`config.mk`:
```
export PLATFORM = sky130hd
export DESIGN_NAME = fpu_cmd_seq_flat
export DESIGN_NICKNAME = d
export VERILOG_FILES = /design/src/rtl/fpu_pkg.sv /design/src/rtl/fpu_cmd_seq_if.sv /design/src/rtl/fpu_cmd_fifo.sv /design/src/rtl/fpu_cmd_seq.sv /design/src/flat_wrapper.sv
export SDC_FILE = /design/constraint.sdc
export NUM_CORES = 1
export LEC_CHECK = 0
export CAP_MARGIN = 15
export CORE_MARGIN = 2
export CORE_UTILIZATION = 58
export DETAILED_ROUTE_END_ITERATION = 10
export GPL_TIMING_DRIVEN = 0
export PLACE_DENSITY = 0.87
export SLEW_MARGIN = 10
export SYNTH_ARGS = -nofsm -noshare
export SYNTH_HDL_FRONTEND = slang
export SYNTH_SLANG_ARGS = --single-unit
```
`constraint.sdc`:
```
create_clock -name clk -period 8.53 [get_ports clk]
set_clock_uncertainty 0.05 [all_clocks]
set_input_delay 0.853 -clock clk [delete_from_list [all_inputs] [get_ports clk]]
set_output_delay 0.853 -clock clk [all_outputs]
set_load 0.02 [all_outputs]
```
`src/rtl/fpu_pkg.sv`:
```
// fpu_pkg: shared opcodes, flag bit positions, sequencer state encoding and the canonical quiet NaN.
// Flag byte packing is {ov,un,inv,inexact,div_zero,less,eq,great}.
package fpu_pkg;
    localparam logic [2:0] OP_ADD  = 3'd0;
    localparam logic [2:0] OP_MUL  = 3'd1;
    localparam logic [2:0] OP_DIV  = 3'd2;
    localparam logic [2:0] OP_SQRT = 3'd3;
    localparam logic [2:0] OP_CMP  = 3'd4;
    localparam int FL_GREAT    = 0;
    localparam int FL_EQ       = 1;
    localparam int FL_LESS     = 2;
    localparam int FL_DIV_ZERO = 3;
    localparam int FL_INEXACT  = 4;
    localparam int FL_INV      = 5;
    localparam int FL_UN       = 6;
    localparam int FL_OV       = 7;
    localparam logic [31:0] QNAN      = 32'h7FC0_0000;
    localparam logic [7:0]  FLAGS_INV = 8'(1 << FL_INV);
    typedef enum logic [1:0] {ST_IDLE, ST_RESET, ST_RUN, ST_HOLD} state_t;
endpackage

```
`src/rtl/fpu_cmd_seq_if.sv`:
```
// fpu_cmd_seq_if: bundles the sequencer's three ports.
//   cmd_*  : tagged request port (valid/ready) from the front end
//   fpu_*  : opcode/act/done initiator port toward the FPU
//   rsp_*  : result/flags/tag response port (valid/ready), plus busy
// Modport master is the sequencer side, slave is the environment side.
interface fpu_cmd_seq_if #(parameter int TAG_W = 4);
    logic             cmd_valid;
    logic             cmd_ready;
    logic [2:0]       cmd_op;
    logic [31:0]      cmd_a;
    logic [31:0]      cmd_b;
    logic [2:0]       cmd_rm;
    logic [TAG_W-1:0] cmd_tag;
    logic [31:0]      fpu_in1;
    logic [31:0]      fpu_in2;
    logic [2:0]       fpu_opcode;
    logic [2:0]       fpu_round_m;
    logic             fpu_rst;
    logic             fpu_act;
    logic [31:0]      fpu_out;
    logic [7:0]       fpu_flags;
    logic             fpu_done;
    logic             rsp_valid;
    logic             rsp_ready;
    logic [31:0]      rsp_data;
    logic [7:0]       rsp_flags;
    logic [TAG_W-1:0] rsp_tag;
    logic             rsp_timeout;
    logic             busy;
    modport master (
        input  cmd_valid, cmd_op, cmd_a, cmd_b, cmd_rm, cmd_tag,
        output cmd_ready,
        output fpu_in1, fpu_in2, fpu_opcode, fpu_round_m, fpu_rst, fpu_act,
        input  fpu_out, fpu_flags, fpu_done,
        output rsp_valid, rsp_data, rsp_flags, rsp_tag, rsp_timeout, busy,
        input  rsp_ready
    );
    modport slave (
        output cmd_valid, cmd_op, cmd_a, cmd_b, cmd_rm, cmd_tag,
        input  cmd_ready,
        input  fpu_in1, fpu_in2, fpu_opcode, fpu_round_m, fpu_rst, fpu_act,
        output fpu_out, fpu_flags, fpu_done,
        input  rsp_valid, rsp_data, rsp_flags, rsp_tag, rsp_timeout, busy,
        output rsp_ready
    );
endinterface

```
`src/rtl/fpu_cmd_fifo.sv`:
```
// fpu_cmd_fifo: synchronous FIFO holding packed command words.
//   clk, rst : clock, synchronous active-high reset (empties the FIFO)
//   i_push   : write i_din (caller guarantees not full)
//   i_pop    : advance head (caller guarantees not empty)
//   o_dout   : head entry, valid whenever o_count != 0
//   o_count  : occupancy 0..DEPTH
module fpu_cmd_fifo #(
    parameter int W     = 74,
    parameter int DEPTH = 4
) (
    input  logic                   clk,
    input  logic                   rst,
    input  logic                   i_push,
    input  logic [W-1:0]           i_din,
    input  logic                   i_pop,
    output logic [W-1:0]           o_dout,
    output logic [$clog2(DEPTH):0] o_count
);
    localparam int AW = $clog2(DEPTH);
    logic [W-1:0]  r_mem [DEPTH];
    logic [AW-1:0] r_wp;
    logic [AW-1:0] r_rp;
    logic [AW:0]   r_cnt;
    always_ff @(posedge clk) if (i_push) r_mem[r_wp] <= i_din;
    always_ff @(posedge clk) begin
        if (rst) begin
            r_wp  <= '0;
            r_rp  <= '0;
            r_cnt <= '0;
        end else begin
            if (i_push) r_wp <= r_wp + 1'b1;
            if (i_pop) r_rp <= r_rp + 1'b1;
            r_cnt <= r_cnt + (AW+1)'(i_push) - (AW+1)'(i_pop);
        end
    end
    assign o_dout  = r_mem[r_rp];
    assign o_count = r_cnt;
endmodule

```
`src/rtl/fpu_cmd_seq.sv`:
```
// fpu_cmd_seq: queues tagged FPU requests and runs each through a reset/activate/done handshake.
//   clk, rst : clock, synchronous active-high reset
//   bus      : fpu_cmd_seq_if.master (cmd_* request, fpu_* FPU initiator, rsp_* response, busy)
// Optional watchdog: define FPU_TIMEOUT_EN to abort a RUN that lasts TIMEOUT cycles.
module fpu_cmd_seq
    import fpu_pkg::*;
#(
    parameter int DEPTH   = 4,
    parameter int TAG_W   = 4,
    parameter int RST_CYC = 2,
    parameter int TIMEOUT = 64
) (
    input logic          clk,
    input logic          rst,
    fpu_cmd_seq_if.master bus
);
    localparam int W     = 3 + 32 + 32 + 3 + TAG_W;
    localparam int CNT_W = $clog2(DEPTH) + 1;
    localparam int CW    = $clog2(RST_CYC + 1);
    localparam logic [CW-1:0] RC_LAST = CW'(RST_CYC - 1);

    if (DEPTH < 2 || (DEPTH & (DEPTH - 1)) != 0 || RST_CYC < 1 || TIMEOUT < 1) begin : g_bad_param
        $error("fpu_cmd_seq: invalid parameters");
    end

    logic [W-1:0]     w_head;
    logic [CNT_W-1:0] w_count;
    logic             w_push, w_pop, w_empty, w_done, w_to;
    logic [2:0]       w_op, w_rm;
    logic [31:0]      w_a, w_b;
    logic [TAG_W-1:0] w_tag;

    state_t           r_state;
    logic [CW-1:0]    r_cnt;
    logic             r_first;
    logic [2:0]       r_op;
    logic [TAG_W-1:0] r_tag;
    logic [31:0]      r_in1, r_in2;
    logic [2:0]       r_opc, r_rm;
    logic             r_fpu_rst, r_act;
    logic             r_rsp_valid;
    logic [31:0]      r_rsp_data;
    logic [7:0]       r_rsp_flags;

    assign w_empty       = w_count == '0;
    assign bus.cmd_ready = w_count != CNT_W'(DEPTH);
    assign w_push        = bus.cmd_valid && bus.cmd_ready;
    assign w_pop         = r_state == ST_IDLE && !w_empty;
    assign {w_op, w_a, w_b, w_rm, w_tag} = w_head;

    fpu_cmd_fifo #(.W(W), .DEPTH(DEPTH)) u_fifo (
        .clk     (clk),
        .rst     (rst),
        .i_push  (w_push),
        .i_din   ({bus.cmd_op, bus.cmd_a, bus.cmd_b, bus.cmd_rm, bus.cmd_tag}),
        .i_pop   (w_pop),
        .o_dout  (w_head),
        .o_count (w_count)
    );

    // A done seen in the first RUN cycle may be left over from the previous operation.
    assign w_done = r_state == ST_RUN && !r_first && bus.fpu_done;

`ifdef FPU_TIMEOUT_EN
    localparam int WW = (TIMEOUT >= 256) ? $clog2(TIMEOUT + 1) : 8;
    localparam logic [WW-1:0] WD_LAST = WW'(TIMEOUT - 1);
    logic [WW-1:0] r_wd;
    logic          r_to;
    assign w_to            = r_state == ST_RUN && r_wd == WD_LAST && !w_done;
    assign bus.rsp_timeout = r_to;
`else
    assign w_to            = 1'b0;
    assign bus.rsp_timeout = 1'b0;
`endif

    always_ff @(posedge clk) begin
        if (rst) begin
            r_state     <= ST_IDLE;
            r_cnt       <= '0;
            r_first     <= 1'b0;
            r_op        <= '0;
            r_tag       <= '0;
            r_in1       <= '0;
            r_in2       <= '0;
            r_opc       <= '0;
            r_rm        <= '0;
            r_fpu_rst   <= 1'b0;
            r_act       <= 1'b0;
            r_rsp_valid <= 1'b0;
            r_rsp_data  <= '0;
            r_rsp_flags <= '0;
`ifdef FPU_TIMEOUT_EN
            r_wd        <= '0;
            r_to        <= 1'b0;
`endif
        end else begin
            case (r_state)
                ST_IDLE: if (!w_empty) begin
                    r_op  <= w_op;
                    r_tag <= w_tag;
                    if (w_op <= OP_CMP) begin
                        r_state   <= ST_RESET;
                        r_cnt     <= '0;
                        r_fpu_rst <= 1'b1;
                        r_in1     <= w_a;
                        r_in2     <= (w_op == OP_SQRT) ? '0 : w_b;
                        r_opc     <= w_op;
                        r_rm      <= w_rm;
                    end else begin
                        // Unknown opcode: answer immediately with invalid, never touch the FPU.
                        r_state     <= ST_HOLD;
                        r_rsp_valid <= 1'b1;
                        r_rsp_data  <= '0;
                        r_rsp_flags <= FLAGS_INV;
                    end
                end
                ST_RESET: if (r_cnt == RC_LAST) begin
                    r_state   <= ST_RUN;
                    r_fpu_rst <= 1'b0;
                    r_act     <= 1'b1;
                    r_first   <= 1'b1;
`ifdef FPU_TIMEOUT_EN
                    r_wd      <= '0;
`endif
                end else begin
                    r_cnt <= r_cnt + 1'b1;
                end
                ST_RUN: begin
                    r_first <= 1'b0;
                    if (w_done || w_to) begin
                        r_state     <= ST_HOLD;
                        r_act       <= 1'b0;
                        r_fpu_rst   <= w_to;
                        r_in1       <= '0;
                        r_in2       <= '0;
                        r_opc       <= '0;
                        r_rm        <= '0;
                        r_rsp_valid <= 1'b1;
                        r_rsp_data  <= w_to ? QNAN : (r_op == OP_CMP) ? '0 : bus.fpu_out;
                        r_rsp_flags <= w_to ? FLAGS_INV : bus.fpu_flags;
`ifdef FPU_TIMEOUT_EN
                        r_to        <= w_to;
                    end else begin
                        r_wd <= r_wd + 1'b1;
`endif
                    end
                end
                ST_HOLD: begin
                    r_fpu_rst <= 1'b0;
                    if (bus.rsp_ready) begin
                        r_state     <= ST_IDLE;
                        r_rsp_valid <= 1'b0;
`ifdef FPU_TIMEOUT_EN
                        r_to        <= 1'b0;
`endif
                    end
                end
                default: r_state <= ST_IDLE;
            endcase
        end
    end

    assign bus.fpu_in1     = r_in1;
    assign bus.fpu_in2     = r_in2;
    assign bus.fpu_opcode  = r_opc;
    assign bus.fpu_round_m = r_rm;
    assign bus.fpu_rst     = r_fpu_rst | rst;
    assign bus.fpu_act     = r_act;
    assign bus.rsp_valid   = r_rsp_valid;
    assign bus.rsp_data    = r_rsp_data;
    assign bus.rsp_flags   = r_rsp_flags;
    assign bus.rsp_tag     = r_tag;
    assign bus.busy        = r_state != ST_IDLE || !w_empty;
endmodule

```
`src/flat_wrapper.sv`:
```
// flat-port wrapper written by rule: the top's interface ports become plain ports
module fpu_cmd_seq_flat import fpu_pkg::*;
#(
    parameter int DEPTH   = 4,
    parameter int TAG_W   = 4,
    parameter int RST_CYC = 2,
    parameter int TIMEOUT = 64
)
  (clk, rst, bus_cmd_valid, bus_cmd_op, bus_cmd_a, bus_cmd_b, bus_cmd_rm, bus_cmd_tag, bus_cmd_ready, bus_fpu_in1, bus_fpu_in2, bus_fpu_opcode, bus_fpu_round_m, bus_fpu_rst, bus_fpu_act, bus_fpu_out, bus_fpu_flags, bus_fpu_done, bus_rsp_valid, bus_rsp_data, bus_rsp_flags, bus_rsp_tag, bus_rsp_timeout, bus_busy, bus_rsp_ready);
  fpu_cmd_seq_if #(.TAG_W(TAG_W)) bus_i ();
  input logic clk;
  input logic rst;
  input wire logic [$bits(bus_i.cmd_valid)-1:0] bus_cmd_valid;
  input wire logic [$bits(bus_i.cmd_op)-1:0] bus_cmd_op;
  input wire logic [$bits(bus_i.cmd_a)-1:0] bus_cmd_a;
  input wire logic [$bits(bus_i.cmd_b)-1:0] bus_cmd_b;
  input wire logic [$bits(bus_i.cmd_rm)-1:0] bus_cmd_rm;
  input wire logic [$bits(bus_i.cmd_tag)-1:0] bus_cmd_tag;
  output wire logic [$bits(bus_i.cmd_ready)-1:0] bus_cmd_ready;
  output wire logic [$bits(bus_i.fpu_in1)-1:0] bus_fpu_in1;
  output wire logic [$bits(bus_i.fpu_in2)-1:0] bus_fpu_in2;
  output wire logic [$bits(bus_i.fpu_opcode)-1:0] bus_fpu_opcode;
  output wire logic [$bits(bus_i.fpu_round_m)-1:0] bus_fpu_round_m;
  output wire logic [$bits(bus_i.fpu_rst)-1:0] bus_fpu_rst;
  output wire logic [$bits(bus_i.fpu_act)-1:0] bus_fpu_act;
  input wire logic [$bits(bus_i.fpu_out)-1:0] bus_fpu_out;
  input wire logic [$bits(bus_i.fpu_flags)-1:0] bus_fpu_flags;
  input wire logic [$bits(bus_i.fpu_done)-1:0] bus_fpu_done;
  output wire logic [$bits(bus_i.rsp_valid)-1:0] bus_rsp_valid;
  output wire logic [$bits(bus_i.rsp_data)-1:0] bus_rsp_data;
  output wire logic [$bits(bus_i.rsp_flags)-1:0] bus_rsp_flags;
  output wire logic [$bits(bus_i.rsp_tag)-1:0] bus_rsp_tag;
  output wire logic [$bits(bus_i.rsp_timeout)-1:0] bus_rsp_timeout;
  output wire logic [$bits(bus_i.busy)-1:0] bus_busy;
  input wire logic [$bits(bus_i.rsp_ready)-1:0] bus_rsp_ready;
  assign bus_i.cmd_valid = bus_cmd_valid;
  assign bus_i.cmd_op = bus_cmd_op;
  assign bus_i.cmd_a = bus_cmd_a;
  assign bus_i.cmd_b = bus_cmd_b;
  assign bus_i.cmd_rm = bus_cmd_rm;
  assign bus_i.cmd_tag = bus_cmd_tag;
  assign bus_cmd_ready = bus_i.cmd_ready;
  assign bus_fpu_in1 = bus_i.fpu_in1;
  assign bus_fpu_in2 = bus_i.fpu_in2;
  assign bus_fpu_opcode = bus_i.fpu_opcode;
  assign bus_fpu_round_m = bus_i.fpu_round_m;
  assign bus_fpu_rst = bus_i.fpu_rst;
  assign bus_fpu_act = bus_i.fpu_act;
  assign bus_i.fpu_out = bus_fpu_out;
  assign bus_i.fpu_flags = bus_fpu_flags;
  assign bus_i.fpu_done = bus_fpu_done;
  assign bus_rsp_valid = bus_i.rsp_valid;
  assign bus_rsp_data = bus_i.rsp_data;
  assign bus_rsp_flags = bus_i.rsp_flags;
  assign bus_rsp_tag = bus_i.rsp_tag;
  assign bus_rsp_timeout = bus_i.rsp_timeout;
  assign bus_busy = bus_i.busy;
  assign bus_i.rsp_ready = bus_rsp_ready;
  fpu_cmd_seq #(.DEPTH(DEPTH), .TAG_W(TAG_W), .RST_CYC(RST_CYC), .TIMEOUT(TIMEOUT)) u_core (.clk(clk), .rst(rst), .bus(bus_i));
endmodule
```
# Word level (Yosys, flattened, before mapping)
# Memories as Yosys holds them, arrays and structs flattened. A register that Yosys moved wholly into a read port is not among the register bits.
# Cells that the tools add are included.
[op_classes]
n_addsub = 5
magnitude_cmp = 1
n_eq_ne = 14
muxes = 51
bitwise_logic = 2
reduce_logical = 23
[op_table]
columns = ["operator", "count"]
rows = [
  ["2-to-1 mux 32 bit", 10],
  ["one-hot mux 32 bit (2 select lines)", 3],
  ["2-to-1 mux 8 bit", 3],
  ["2-to-1 mux 2 bit", 10],
  ["AND reduction 4 bit", 5],
  ["one-hot mux 8 bit (2 select lines)", 1],
  ["2-to-1 mux 3 bit", 5],
  ["one-hot mux 3 bit (2 select lines)", 2],
  ["2-to-1 mux 1 bit", 11],
  ["!= test 2 bit, second input constant", 5],
  ["one-hot mux 2 bit (4 select lines)", 1],
  ["nonzero test 2 bit", 4],
  ["adder 2 x 1 -> 2 bit, second input constant", 3],
  ["AND reduction 5 bit", 1],
  ["== test 2 x 1 -> 1 bit, second input constant", 2],
  ["== test 2 bit, second input constant", 2],
  ["logical AND 1 bit", 4],
  ["!= test 2 x 1 -> 1 bit, second input constant", 2],
  ["one-hot mux 1 bit (2 select lines)", 2],
  ["one-hot mux 1 bit (4 select lines)", 1],
  ["one-hot mux 2 bit (2 select lines)", 1],
  ["AND reduction 2 bit", 2],
  ["adder 3 x 1 -> 3 bit", 1],
  ["== test 3 x 2 -> 1 bit, second input constant", 1],
  ["other kinds (13)", 14],
]
[word_totals]
reg_bits = 132
mem_bits_rw = 296
wordCells = 114
mem_count = 1
[mem_list]
columns = ["memory", "words", "width", "rd", "rd_ports_with_merged_regs", "write_ports", "line_no", "rtl"]
rows = [
  ["u_core.u_fifo.r_mem", 4, 74, 1, 1, 1, "fpu_cmd_fifo.sv:20", "logic [W-1:0] r_mem [DEPTH];"],
]

# Depth between registers and ports, before layout
[logic_depth]
word_depth = 5
ltp_mapped = 11
depth_no_buf = 10

# Modules after synthesis
# From an unflattened synthesis, not the netlist that was laid out.
[unflattened]
hier_cells = 1018
area_unflattened_um2 = 16208.0
[modules_own_cells]
columns = ["module", "instances", "cells_each", "area_each_um2", "seq_area_each_um2"]
rows = [
  ["fpu_cmd_fifo", 1, 426, 11108.2, 9068.7],
  ["fpu_cmd_seq", 1, 592, 5099.9, 2502.4],
]

# Least setup slack after synthesis
# OpenSTA, ideal clock, no wires.
[synth_timing]
kind = "input to register"
from = "in bus_cmd_valid"
to = "mem u_core.u_fifo.r_mem[0][0] (enable)"
setup_ns = 0.440
arrival_ns = 3.023
required_time_ns = 8.040
setup_slack_ns = 5.016
cell_stages = 2
path_buffers = 0
cell_sequence = "a21boi_1 and2_1"
[synth_via]
elab_chain_cells = 3
[synth_lines]
columns = ["item", "line_no", "rtl"]
rows = [
  ["start: declaration", "flat_wrapper.sv:13", "input wire logic [$bits(bus_i.cmd_valid)-1:0] bus_cmd_valid;"],
  ["logical AND 1 bit", "fpu_cmd_seq.sv:47", "assign w_push = bus.cmd_valid && bus.cmd_ready;"],
  ["2-to-1 mux 1 bit", "fpu_cmd_fifo.sv:24", "always_ff @(posedge clk) if (i_push) r_mem[r_wp] <= i_din;"],
  ["2-to-1 mux 1 bit (implied by the code)", "fpu_cmd_fifo.sv:24", ""],
  ["end: declaration", "fpu_cmd_fifo.sv:20", ""],
]
# Every way passes these cells.

# Final worst setup path
[layout_timing]
from = "reg u_core.r_state[0]"
to = "out bus_busy"
[layout_via]
elab_chain_cells = 2
[layout_lines]
columns = ["item", "line_no", "rtl"]
rows = [
  ["start: declaration", "fpu_cmd_seq.sv:33", "state_t r_state;"],
  ["start signal: assignment", "fpu_cmd_seq.sv:78", "r_state <= ST_IDLE;"],
  ["start signal: assignment", "fpu_cmd_seq.sv:102", "r_state <= ST_RESET;"],
  ["start signal: assignment", "fpu_cmd_seq.sv:111", "r_state <= ST_HOLD;"],
  ["nonzero test 2 bit", "fpu_cmd_seq.sv:173", "assign bus.busy = r_state != ST_IDLE || !w_empty;"],
  ["logical OR 1 bit", "fpu_cmd_seq.sv:173", ""],
  ["end: declaration", "flat_wrapper.sv:34", "output wire logic [$bits(bus_i.busy)-1:0] bus_busy;"],
]
# Every way passes these cells.

==> impl_table.tex <==
\begin{tabular}{lr}
\hline
Metric & Value \\
\hline
\multicolumn{2}{l}{\textbf{Worst setup path}} \\
\quad Arrival time of the worst setup path & $\sim$2900 ps \\
\quad Crit start category & register \\
\quad Data required time of the critical path & 7630 ps \\
\quad Setup CP Type & register to output port \\
\quad Cell depth of the worst flop-to-flop path & 9 \\
\quad Endpoint kind of the worst setup timing path & output port \\
\quad Critical R2R Launch & u\_core.r\_state[0]\$\_SDFFE\_PP0P\_ \\
\quad Max Fanout on Critical Path & 8 \\
\quad Worst R2R End & u\_core.bus.fpu\_round\_m[2]\$\_SDFFE\_PP0P\_ \\
\quad Flop2flop setup slack & approximately 5500 ps \\
\multicolumn{2}{l}{\textbf{CTS}} \\
\quad Cells resized by post-CTS repair & 0 \\
\quad \# Post-CTS Setup Buffers & 0 \\
\quad CTS tree & done \\
\quad H-Tree Level Count & 2 \\
\quad Hold buffers post-CTS & 0 \\
\quad Clock-pin slew reported for the worst setup and hold paths after clock tree synthesis & approximately 60 ps \\
\quad Deepest clock path buffer count & 3 \\
\quad Root buffer selected by CTS & sky130\_fd\_sc\_hd\_\_clkbuf\_16 \\
\quad CTS Buf Count & 44 \\
\quad Sink count of the clock tree & between 400 and 500 \\
\quad Latest clock arrival within the worst-skew pair & 530 ps \\
\multicolumn{2}{l}{\textbf{Timing}} \\
\quad Fin Hold WS & around 410 ps \\
\quad Share of the clock period used by the worst path after layout & between 40\% and 50\% \\
\quad Number of setup violations in the final report & 0 \\
\quad Setup repair after global routing missed its margin & no \\
\quad Worst-Margin Slew & between 900 and 1000 ps \\
\quad Period minus WS final & between 3000 and 4000 ps \\
\quad Summed negative setup slack over all endpoints & 0 ps \\
\quad Final number of hold-violating endpoints & 0 \\
\quad Maximum achievable frequency & between 200 and 300 MHz \\
\quad Worst slew slack as a fraction of its limit & 36.1\% \\
\quad Max-slew violation count & 0 \\
\multicolumn{2}{l}{\textbf{Final layout}} \\
\quad Most common library cell in the layout ignoring fill and taps & sky130\_fd\_sc\_hd\_\_edfxtp\_1 \\
\quad Commonest cells after routing, fill and taps aside & sky130\_fd\_sc\_hd\_\_edfxtp\_1, sky130\_fd\_sc\_hd\_\_clkdlybuf4s50\_1, sky130\_fd\_sc\_hd\_\_nand2\_1 \\
\quad Final nets & roughly 1500 \\
\quad Number of antenna diodes & 0 \\
\quad Fraction of layout instances using a drive strength above 1 & about 17\% \\
\quad Fillers & about 1700 \\
\quad Area added between synthesis and finish & 26.0\% \\
\multicolumn{2}{l}{\textbf{Synth}} \\
\quad Fraction of registers with async set/reset & 0\% \\
\quad Number of nets in the synthesized netlist & around 1200 \\
\quad Synthesized area per cell & $\sim$16 um2 \\
\quad EDFF count, synth & between 200 and 300 \\
\quad Number of warnings reported in the yosys synthesis log & 0 \\
\quad Synthesized instance count & a little over 1000 \\
\quad Cell Area, Synth & 16600 um2 \\
\quad Top flip-flop cell by instance count after synthesis & sky130\_fd\_sc\_hd\_\_edfxtp\_1 \\
\quad Synth unique cells & 46 \\
\quad FF+latch count, synth & 430 \\
\quad Seq/Total Area, Yosys & 69.7\% \\
\multicolumn{2}{l}{\textbf{GRT}} \\
\quad Maximum number of pins on one net before global-route repair & 47 \\
\quad Initial antenna violation count & 3 \\
\quad Number of global-route vias before repair & between 10000 and 15000 \\
\quad Global routing usage summed across all routing layers & between 20\% and 30\% \\
\quad Remaining Overflow, GRT & 0 \\
\quad Global-route wire length before repair & 61300 um \\
\quad M3 GR Usage & between 6 and 7\% \\
\quad Met2 capacity usage during global routing & roughly 46\% \\
\quad Met1 track demand over resource & 33.3\% \\
\quad Peak-usage layer in the global routing report & met2 \\
\multicolumn{2}{l}{\textbf{Drt}} \\
\quad Count of vias placed by the detailed router & between 10000 and 15000 \\
\quad Number of iterations in the first detailed-routing pass & 5 \\
\quad WL/cell & between 20 and 25 um \\
\quad Routed Antenna Nets & 0 \\
\quad Total length of routed wires & 39800 um \\
\quad Drt drc & 0 \\
\quad 1st-iter DRT viols & 784 \\
\quad Ratio of routed vias to standard cells & 5.95 \\
\multicolumn{2}{l}{\textbf{Pwr}} \\
\quad Switching component of the power & approximately 0.0024 W \\
\quad Leak pwr & 7.14 nW \\
\quad Peak ir drop on the vdd network & 291 uV \\
\quad Reg power frac & between 30 and 40\% \\
\quad Portion of total power attributed to the clock network & 25.6\% \\
\quad Power per Cell Area & 337 nW/um2 \\
\quad Cell-internal power & between 0.004 and 0.005 W \\
\quad Net Sw Frac & 33.4\% \\
\quad Combinational cell fraction of total power & approximately a third \\
\multicolumn{2}{l}{\textbf{Worst hold path}} \\
\quad Number of cells on the worst hold path & 2 \\
\quad Hold Startpoint & u\_core.r\_op[1]\$\_SDFFE\_PP0P\_ \\
\quad Worst hold path type & register to register \\
\quad Worst Hold Path EP & u\_core.r\_op[1]\$\_SDFFE\_PP0P\_ \\
\multicolumn{2}{l}{\textbf{Die}} \\
\quad Die Span Y & $\sim$170 um \\
\quad Initial core utilization & a little under 60\% \\
\quad Overall die area & around 30000 um2 \\
\quad Count of boundary I/O pins & approximately 240 \\
\quad Die boundary width & 173 um \\
\quad \# rows & 61 \\
\quad CORE AREA & approximately 28000 um2 \\
\multicolumn{2}{l}{\textbf{Placement}} \\
\quad Final weighted congestion of routability-driven global placement & approximately 0.84 \\
\quad Input/output buffers & roughly 240 \\
\quad Post-DP HPWL & around 26000 um \\
\multicolumn{2}{l}{\textbf{Run status}} \\
\quad Result of the run & finished clean \\
\multicolumn{2}{l}{\textbf{Job}} \\
\quad Max-capacitance violation count & 0 \\
\hline
\end{tabular}
## power by group through the flow
stage / combinational [W] / sequential [W] / clock (W)
final: 0.00245 / 0.00281 / 0.00181
after global routing: 0.00261 / 0.00284 / 0.00191
after CTS: 0.00246 / 0.00280 / 0.00183
after detailed placement: 0.00242 / 0.00284 / 0
after global placement: 0.00234 / 0.00284 / 0
after floorplan: 0.00130 / 0.00303 / 0
## layer usage
layer  part of all wire, %  wire (um)
met4                   2.6       1050
met5                 0.068         27
met1                    38      15200
met2                    51      20300
met3                   8.0       3190
## per-stage QoR
step	utilization [%]	cells	worst slack [ps]	cell area (um2)	total power, W
final	74.7	1734	4780	20900	0.00706
after global routing	74.7	1734	4620	20900	0.00736
after CTS	74.7	1734	4810	20900	0.00709
after detailed placement	69.8	1653	4860	19600	0.00526
after global placement	69.4	1649	3050	19400	0.00519
after floorplan	-	1035	5020	16600	0.00433
## final cells by class
type	instances	area [um2]	area share (%)
timing repair buffer	240	2470	11.8
clock inverter	19	129	0.616
inverter	15	56.3	0.269
sequential	430	11600	55.3
multi-input combinational	512	4580	21.9
tap	378	473	2.26
buffer	78	407	1.94
clock buffer	62	1240	5.93
## worst max-delay path: stages, from the launching register on
cell                              delay (ps)
sky130_fd_sc_hd__dfxtp_1                 350
sky130_fd_sc_hd__inv_1                   120
sky130_fd_sc_hd__ha_1                    140
sky130_fd_sc_hd__buf_2                   210
sky130_fd_sc_hd__nor4b_2                 760
sky130_fd_sc_hd__inv_1                   140
sky130_fd_sc_hd__clkdlybuf4s50_1         590
## worst max-delay path by stage
stage,startpoint,to,slack (ps),cells after the start
floorplan,bus_cmd_valid,u_core.u_fifo.r_mem[0][0]$_DFFE_PP_,5020,2
global placement,bus_cmd_valid,u_core.u_fifo.r_mem[0][60]$_DFFE_PP_,3050,3
detailed placement,rst,bus_fpu_rst,4860,4
CTS,u_core.r_state[0]$_SDFFE_PP0P_,bus_busy,4810,6
global route,u_core.r_state[1]$_SDFFE_PP0P_,bus_busy,4620,6
finish,u_core.r_state[0]$_SDFFE_PP0P_,bus_busy,4780,6
## logic make-up (layout without fill, tap and decap cells)
family,count (synthesis),in the layout,synth area share [%]
flops,430,430,69.7
other cells,1,1,0.0226
mux,116,116,12.6
simple gates,253,253,8.01
compound gates,124,124,5.65
buf+inv,93,414,2.79
xor+xnor,5,5,0.264
fa+ha+maj,13,13,1.02
## state kept, by name, indices dropped and copies added, names as in the netlist, named ones only
name / flops
u_core.bus.fpu_act: 1
u_core.bus.fpu_in1: 32
u_core.bus.fpu_in2: 32
u_core.bus.fpu_opcode: 3
u_core.bus.fpu_round_m: 3
u_core.bus.rsp_data: 32
u_core.bus.rsp_flags: 8
u_core.bus.rsp_tag: 4
u_core.bus.rsp_valid: 1
u_core.r_cnt: 2
u_core.r_first: 1
u_core.r_fpu_rst: 1
u_core.r_op: 3
u_core.r_state: 2
u_core.u_fifo.o_count: 3
u_core.u_fifo.r_mem: 296
u_core.u_fifo.r_rp: 2
u_core.u_fifo.r_wp: 2
## cell usage after synthesis, types with 13 or more instances
library cell / count / area, um2
sky130_fd_sc_hd__edfxtp_1: 296 / 8890
sky130_fd_sc_hd__nand2_1: 159 / 597
sky130_fd_sc_hd__dfxtp_1: 134 / 2680
sky130_fd_sc_hd__mux4_2: 74 / 1670
sky130_fd_sc_hd__clkbuf_1: 46 / 173
sky130_fd_sc_hd__mux2i_1: 41 / 410
sky130_fd_sc_hd__a31o_1: 35 / 307
sky130_fd_sc_hd__nor4_2: 32 / 400
sky130_fd_sc_hd__nor3_1: 20 / 100
sky130_fd_sc_hd__o211ai_1: 19 / 143
sky130_fd_sc_hd__a31o_2: 17 / 149
sky130_fd_sc_hd__buf_2: 16 / 80.1
sky130_fd_sc_hd__a21oi_1: 14 / 70.1
sky130_fd_sc_hd__inv_1: 14 / 52.6
sky130_fd_sc_hd__nor2_1: 13 / 48.8
Power figures use the tool's default switching activity.
